[config.mk]
export PLATFORM = sky130hd
export DESIGN_NAME = vsa_core_hs_flat
export DESIGN_NICKNAME = d
export VERILOG_FILES = /design/src/rtl/vsa_core_hs_if.sv /design/src/rtl/vsa_core_hs.sv /design/src/flat_wrapper.sv
export SDC_FILE = /design/constraint.sdc
export NUM_CORES = 1
export LEC_CHECK = 0
export ABC_CLOCK_PERIOD_IN_PS = 3800
export BUFFER_PORTS_ARGS = -buffer_cell sky130_fd_sc_hd__buf_2
export CAP_MARGIN = 20
export CORE_UTILIZATION = 55
export CTS_CLUSTER_SIZE = 12
export DETAILED_ROUTE_END_ITERATION = 10
export HOLD_SLACK_MARGIN = 0.06
export PLACE_DENSITY = 0.77
export SYNTH_ARGS = -nofsm -noshare
export SYNTH_HDL_FRONTEND = slang
export SYNTH_SLANG_ARGS = --single-unit
[constraint.sdc]
create_clock -name clock -period 3.8 [get_ports clock]
set_clock_uncertainty 0.2 [all_clocks]
set_input_delay 0 -clock clock [delete_from_list [all_inputs] [get_ports clock]]
set_output_delay 0 -clock clock [all_outputs]
set_load 0.05 [all_outputs]
[src/rtl/vsa_core_hs_if.sv]
`default_nettype none
// ============================================================================
// vsa_core_hs_if : instruction/data memory handshake bundle for vsa_core_hs
// Revision 1.0
// ============================================================================
interface vsa_core_hs_if #(
  parameter int DATA_W = 16,
  parameter int PC_W   = 12
);
  logic [PC_W-1:0]   PC;
  logic              imem_req;
  logic              imem_ack;
  logic [15:0]       instruction;
  logic [DATA_W-1:0] ALUOutput;
  logic              mem_req;
  logic              mem_ack;
  logic              wr;
  logic [DATA_W-1:0] datain;
  logic [DATA_W-1:0] dataout;
  logic              halted;

  modport master (
    output PC, imem_req, ALUOutput, mem_req, wr, dataout, halted,
    input  imem_ack, instruction, mem_ack, datain
  );

  modport slave (
    input  PC, imem_req, ALUOutput, mem_req, wr, dataout, halted,
    output imem_ack, instruction, mem_ack, datain
  );
endinterface
`default_nettype wire

[src/rtl/vsa_core_hs.sv]
`default_nettype none
// ============================================================================
// vsa_core_hs : multi-cycle 16-bit VSA core with req/ack memory handshakes
// Revision 1.0
// ============================================================================
module vsa_core_hs #(
  parameter int DATA_W = 16,
  parameter int PC_W   = 12
) (
  input  wire logic      clock,
  input  wire logic      reset,
  vsa_core_hs_if.master  bus
);
  localparam logic [2:0] S_IF   = 3'd0;
  localparam logic [2:0] S_ID   = 3'd1;
  localparam logic [2:0] S_EX   = 3'd2;
  localparam logic [2:0] S_MEM  = 3'd3;
  localparam logic [2:0] S_WB   = 3'd4;
  localparam logic [2:0] S_HALT = 3'd5;

  localparam logic [2:0] OP_LW   = 3'd0;
  localparam logic [2:0] OP_SW   = 3'd1;
  localparam logic [2:0] OP_BEQZ = 3'd2;
  localparam logic [2:0] OP_ALU  = 3'd3;
  localparam logic [2:0] OP_ADDI = 3'd4;
  localparam logic [2:0] OP_SUBI = 3'd5;
  localparam logic [2:0] OP_BNEZ = 3'd6;
  localparam logic [2:0] OP_HALT = 3'd7;

  logic [2:0]        r_state;
  logic [PC_W-1:0]   r_pc;
  logic [PC_W-1:0]   r_npc;
  logic [15:0]       r_ir;
  logic [DATA_W-1:0] r_a;
  logic [DATA_W-1:0] r_b;
  logic [DATA_W-1:0] r_alu;
  logic [DATA_W-1:0] r_lmd;
  logic              r_cond;
  logic [DATA_W-1:0] r_rf [1:3];

  // Instruction bit 0 is the MSB, so field [0:2] maps to r_ir[15:13] etc.
  logic [2:0]        w_op;
  logic [1:0]        w_rs1;
  logic [1:0]        w_rs2;
  logic [1:0]        w_rd;
  logic [6:0]        w_fn;
  logic [DATA_W-1:0] w_imm;
  logic [PC_W-1:0]   w_br_off;
  logic [PC_W-1:0]   w_br_tgt;
  logic              w_is_mem;
  logic              w_is_br;
  logic              w_stop;
  logic [DATA_W-1:0] w_a_rd;
  logic [DATA_W-1:0] w_b_rd;
  logic [DATA_W-1:0] w_alu_res;
  logic [1:0]        w_dest;
  logic              w_wb_en;

  assign w_op     = r_ir[15:13];
  assign w_rs1    = r_ir[12:11];
  assign w_rs2    = r_ir[10:9];
  assign w_rd     = r_ir[8:7];
  assign w_fn     = r_ir[6:0];
  assign w_imm    = DATA_W'($signed(r_ir[8:0]));
  assign w_br_off = PC_W'($signed(r_ir[8:0]));
  assign w_br_tgt = r_npc + (w_br_off << 1);
  assign w_is_mem = (w_op == OP_LW) || (w_op == OP_SW);
  assign w_is_br  = (w_op == OP_BEQZ) || (w_op == OP_BNEZ);
  assign w_stop   = (w_op == OP_HALT) || ((w_op == OP_ALU) && (w_fn >= 7'd7));
  assign w_dest   = (w_op == OP_ALU) ? w_rd : w_rs2;
  assign w_wb_en  = (w_dest != 2'd0) &&
                    ((w_op == OP_ALU) || (w_op == OP_ADDI) ||
                     (w_op == OP_SUBI) || (w_op == OP_LW));

  always_comb begin
    w_a_rd = '0;
    w_b_rd = '0;
    if (w_rs1 != 2'd0) w_a_rd = r_rf[w_rs1];
    if (w_rs2 != 2'd0) w_b_rd = r_rf[w_rs2];
  end

  always_comb begin
    w_alu_res = '0;
    case (w_op)
      OP_LW, OP_SW, OP_ADDI: w_alu_res = r_a + w_imm;
      OP_SUBI:               w_alu_res = r_a - w_imm;
      OP_BEQZ, OP_BNEZ:      w_alu_res = DATA_W'(w_br_tgt);
      OP_ALU: begin
        case (w_fn)
          7'd0:    w_alu_res = r_a + r_b;
          7'd1:    w_alu_res = r_a - r_b;
          7'd2:    w_alu_res = r_a & r_b;
          7'd3:    w_alu_res = r_a | r_b;
          7'd4:    w_alu_res = r_a ^ r_b;
          7'd5:    w_alu_res = r_a >> 1;
          7'd6:    w_alu_res = r_a << 1;
          default: w_alu_res = '0;
        endcase
      end
      default: w_alu_res = '0;
    endcase
  end

  always_ff @(posedge clock) begin
    if (reset) begin
      r_state <= S_IF;
      r_pc    <= '0;
      r_npc   <= '0;
      r_ir    <= '0;
      r_a     <= '0;
      r_b     <= '0;
      r_alu   <= '0;
      r_lmd   <= '0;
      r_cond  <= 1'b0;
      for (int i = 1; i <= 3; i++) r_rf[i] <= '0;
    end else begin
      case (r_state)
        S_IF: begin
          if (bus.imem_ack) begin
            r_ir    <= bus.instruction;
            r_npc   <= r_pc + PC_W'(2);
            r_state <= S_ID;
          end
        end
        S_ID: begin
          r_a     <= w_a_rd;
          r_b     <= w_b_rd;
          r_state <= S_EX;
        end
        S_EX: begin
          if (w_stop) begin
            r_state <= S_HALT;
          end else begin
            r_alu <= w_alu_res;
            if (w_is_br) r_cond <= (w_op == OP_BEQZ) ? (r_a == '0) : (r_a != '0);
            r_state <= S_MEM;
          end
        end
        S_MEM: begin
          // Non-memory ops pass straight through; LW/SW wait for the ack.
          if (!w_is_mem || bus.mem_ack) begin
            if (w_op == OP_LW) r_lmd <= bus.datain;
            r_pc    <= (w_is_br && r_cond) ? PC_W'(r_alu) : r_npc;
            r_state <= S_WB;
          end
        end
        S_WB: begin
          if (w_wb_en) r_rf[w_dest] <= (w_op == OP_LW) ? r_lmd : r_alu;
          r_state <= S_IF;
        end
        S_HALT: r_state <= S_HALT;
        default: r_state <= S_IF;
      endcase
    end
  end

  assign bus.PC        = r_pc;
  assign bus.imem_req  = (r_state == S_IF);
  assign bus.mem_req   = (r_state == S_MEM) && w_is_mem;
  assign bus.wr        = (r_state == S_MEM) && (w_op == OP_SW);
  assign bus.ALUOutput = r_alu;
  assign bus.dataout   = r_b;
  assign bus.halted    = (r_state == S_HALT);
endmodule
`default_nettype wire

[src/flat_wrapper.sv]
// flat-port wrapper written by rule: the top's interface ports become plain ports
module vsa_core_hs_flat 
#(
  parameter int DATA_W = 16,
  parameter int PC_W   = 12
)
  (clock, reset, bus_PC, bus_imem_req, bus_ALUOutput, bus_mem_req, bus_wr, bus_dataout, bus_halted, bus_imem_ack, bus_instruction, bus_mem_ack, bus_datain);
  vsa_core_hs_if #(.DATA_W(DATA_W), .PC_W(PC_W)) bus_i ();
  input  wire logic clock;
  input  wire logic reset;
  output wire logic [$bits(bus_i.PC)-1:0] bus_PC;
  output wire logic [$bits(bus_i.imem_req)-1:0] bus_imem_req;
  output wire logic [$bits(bus_i.ALUOutput)-1:0] bus_ALUOutput;
  output wire logic [$bits(bus_i.mem_req)-1:0] bus_mem_req;
  output wire logic [$bits(bus_i.wr)-1:0] bus_wr;
  output wire logic [$bits(bus_i.dataout)-1:0] bus_dataout;
  output wire logic [$bits(bus_i.halted)-1:0] bus_halted;
  input wire logic [$bits(bus_i.imem_ack)-1:0] bus_imem_ack;
  input wire logic [$bits(bus_i.instruction)-1:0] bus_instruction;
  input wire logic [$bits(bus_i.mem_ack)-1:0] bus_mem_ack;
  input wire logic [$bits(bus_i.datain)-1:0] bus_datain;
  assign bus_PC = bus_i.PC;
  assign bus_imem_req = bus_i.imem_req;
  assign bus_ALUOutput = bus_i.ALUOutput;
  assign bus_mem_req = bus_i.mem_req;
  assign bus_wr = bus_i.wr;
  assign bus_dataout = bus_i.dataout;
  assign bus_halted = bus_i.halted;
  assign bus_i.imem_ack = bus_imem_ack;
  assign bus_i.instruction = bus_instruction;
  assign bus_i.mem_ack = bus_mem_ack;
  assign bus_i.datain = bus_datain;
  vsa_core_hs #(.DATA_W(DATA_W), .PC_W(PC_W)) u_core (.clock(clock), .reset(reset), .bus(bus_i));
endmodule
==> flow_metrics.py <==
metrics = {
    "final_layout": {
        "nets": 1457,
        "layout-drive-gt1-share_pct": 15.4,
        "final_area_mm2": 0.0129,
        "final_cell_mix": "146 x nor2_1, 119 x nand2_1, 112 x dfxtp_1",
        "fin_cells": 1618,
        "nFillCells": 1603,
        "final_common_cell": "nor2_1",
        "syn_to_final_growth_pct": 15.8,
        "n_antenna_cell": 0,
    },
    "cts": {
        "clkSinkCount": 176,
        "worstSkewPairLatency_ps": 440,
        "clk_pin_slew_ps": 80,
        "clk_root_buffer_cell": "clkbuf_16",
        "cts_buffers": 17,
        "htree_levels": 4,
        "cts_tree": "done",
        "clockBufferDepth": 2,
    },
    "place": {
        "gp_congestion": 0.973,
        "preCtsSetupSlack_ps": 244,
        "hpwl_um": 24900,
        "dpl_cell_area_mm2": 0.0120,
        "portBuffers": 83,
        "dp_cells": 1547,
    },
    "logic_synthesis": {
        "synth_compound_area_share_pct": 19.5,
        "syn_area_mm2": 0.0112,
        "ys_ff_latch": 176,
        "synthMuxAreaShare_pct": 9.69,
        "synth_flop_cell": "dfxtp_1",
        "async_reset_ff_share_pct": 0,
        "synth_xor_area_share_pct": 4.15,
        "synth_enable_flop_cells": 64,
        "synthAdderAreaFrac_pct": 9.27,
        "yosysWarnings": 0,
        "ys_types": 79,
        "synth_top_family_by_area": "compound AO/OA/AOI/OAI gates",
        "avgSynthCellArea_um2": 9.19,
        "synth-simple-area-share_pct": 15.3,
        "ys_seq_area_share_pct": 37.3,
        "syn-instance-count": 1216,
    },
    "timing": {
        "setup-tns-final_ps": 0,
        "slew_violations": 0,
        "worst_pin_slew_ps": 1050,
        "layout_setup_ws_ps": 226,
        "max_freq_mhz": 280,
        "hold_viol": 0,
        "finalCriticalPeriod_ps": 3570,
        "setup_viol": 0,
        "maxSlewHeadroom_pct": 30.1,
        "period_share_pct": 94.1,
        "whs_ps": 155,
        "grt_setup_unrepaired": "no",
    },
    "route": {
        "routed_via_density": 6.23,
        "wl_per_cell_um": 21.2,
        "drc": 0,
        "totalWireLength_um": 34300,
        "drtIter0Drc": 999,
        "ant_nets": 0,
        "via_count": 10100,
        "firstDrtPassIters": 5,
    },
    "critical_path": {
        "slowest_stage": "ha_1",
        "endpoint_kind": "flip-flop",
        "crit_path_start_kind": "flip-flop",
        "cp.required_ps": 3960,
        "crit_buf_inv": 1,
        "reg2reg_depth": 13,
        "critical-path-top-delay-family": "compound AO/OA/AOI/OAI gates",
        "cp.depth": 13,
        "max_stage_delay_ps": 380,
        "criticalPathCategory": "reg -> reg",
        "path_max_fanout": 8,
        "crit_chain": "nor3_1, buf_4, and3_2, nor2_1, xnor2_1, ha_1, a211oi_2, o21bai_1, o22a_2, a41o_1, or3_1, a211o_1, a41oi_2",
        "worstPathArrival_ps": 3740,
    },
    "grt": {
        "antenna_found_initial": 0,
        "grt_max_degree": 96,
        "grt_pass1_vias": 9297,
        "grt_usage_pct": 33.8,
        "overflow": 0,
        "grt_first_pass_wirelength_um": 52400,
    },
    "floorplan": {
        "die_h_um": 145,
        "row_count": 51,
        "design.core.area_mm2": 0.0197,
        "io_pins": 84,
        "die_area_mm2": 0.0209,
        "fp.dieW_um": 145,
        "start_util_pct": 56.7,
    },
    "power_and_ir_drop": {
        "p_leak_nw": 5.20,
        "p_per_area_mw_per_mm2": 424,
        "ir_worst_vdd_mv": 0.331,
    },
    "hold_path": {
        "min-delay-path-class": "in -> reg",
        "whs_path_depth": 4,
    },
    "flow_run": {
        "cap_violations": 0,
    },
    "outcome": {
        "status": "complete, no violations",
    },
}
## cell usage after synthesis, drive strengths merged (3+ instances only)
master	instances	area share (%)
mux2i	35	3.1
a21o	15	1.0
nor2	146	4.9
o31a	3	0.24
a211oi	17	1.2
nor3	18	0.81
inv	63	2.1
or3	5	0.34
a311oi	18	1.4
nor4	8	0.58
o41ai	3	0.24
mux4	32	6.5
o22ai	15	0.84
edfxtp	64	17
o21ai	47	2.1
xnor2	37	2.9
and3	8	0.45
xor2	16	1.3
nor2b	13	0.73
a22oi	36	2.4
a21oi	91	4.1
nand3	27	1.2
nand2b	12	0.67
and2	7	0.39
o21bai	3	0.20
o211ai	7	0.47
o21a	8	0.54
o31ai	3	0.20
nand2	119	4.0
a221o	7	0.63
ha	78	8.7
a221oi	8	0.68
clkbuf	49	1.6
and3b	3	0.24
a31oi	16	1.0
a211o	4	0.32
buf	23	1.0
nand4	3	0.17
fa	3	0.54
dfxtp	112	20
o311ai	4	0.31
## logic make-up (layout without fill, tap and decap cells)
logic type	after synthesis	in the layout
AND/OR/NAND/NOR	380	380
buffers and inverters	135	257
other	1	16
flip-flops	176	176
AO/OA/AOI/OAI	322	322
XOR/XNOR	53	53
adder cells (fa/ha/maj)	81	81
multiplexers	68	68
## path summary, 6_finish.rpt
| path | start | endpoint | slack (ps) |
|---|---|---|---|
| worst min-delay path | bus_datain[8] | u_core.r_lmd[8] | 150 |
| worst min register to register | u_core.r_lmd[6] | u_core.r_lmd[6] | 260 |
| worst max register to register | u_core.r_ir[2] | u_core.bus.ALUOutput[12] | 230 |
| worst max-delay path | u_core.r_ir[2] | u_core.bus.ALUOutput[12] | 230 |
## power by group
part	internal, mW	leakage, nW	total (mW)	switching (mW)
sequential	2.05	1.57	2.19	0.138
clock	0.874	0.274	1.73	0.859
combinational	0.631	3.35	1.56	0.932
## through the flow
step / util (%) / power [mW]
after floorplan: - / 3.31
after global placement: 60.8 / 3.70
after detailed placement: 60.8 / 3.71
after CTS: 65.5 / 5.45
after global routing: 65.6 / 5.70
final: 65.6 / 5.48
## registers in the layout, indices dropped and copies added, names as in the netlist, named ones only
| signal | cells |
|---|---|
| u_core.r_a | 16 |
| u_core.r_state | 3 |
| u_core.r_cond | 1 |
| u_core.r_ir | 16 |
| u_core.bus.ALUOutput | 16 |
| u_core.r_npc | 12 |
| u_core.bus.dataout | 16 |
| u_core.r_rf | 64 |
| u_core.r_lmd | 16 |
| u_core.bus.PC | 12 |
## what timing repair did
action / in CTS / in global routing
setup endpoints to repair: 0 / 1
hold buffers: 35 / 0
gates resized for setup: 0 / 3
setup buffers: 0 / 2
hold endpoints to repair: 51 / 0
## worst reg2reg max path: stages, from the launching register on
cell and delay, ps:
dfxtp_1 330, nor3_1 180, buf_4 180, and3_2 250, nor2_1 70, xnor2_1 120
ha_1 380, a211oi_2 290, o21bai_1 140, o22a_2 250, a41o_1 300, or3_1 360
a211o_1 270, a41oi_2 180
## cell type report
type	count	area [µm²]	area share [%]
sequential	176	4160	32.2
inverter	63	236	1.83
timing repair buffer	162	1100	8.47
clock inverter	14	145	1.12
tap	265	332	2.56
clock buffer	18	429	3.32
multi-input combinational	920	6540	50.5
## routing by layer
layer | track usage, % | vias to the layer above | part of all wire [%]
met1 | 45.0 | 4862 | 42
met5 | 0 | - | 0
met4 | 13.2 | 0 | 3.2
met3 | 7.95 | 69 | 9.2
met2 | 53.0 | 469 | 46
li1 | - | 4684 | -
(Power assumes the default switching activity.)
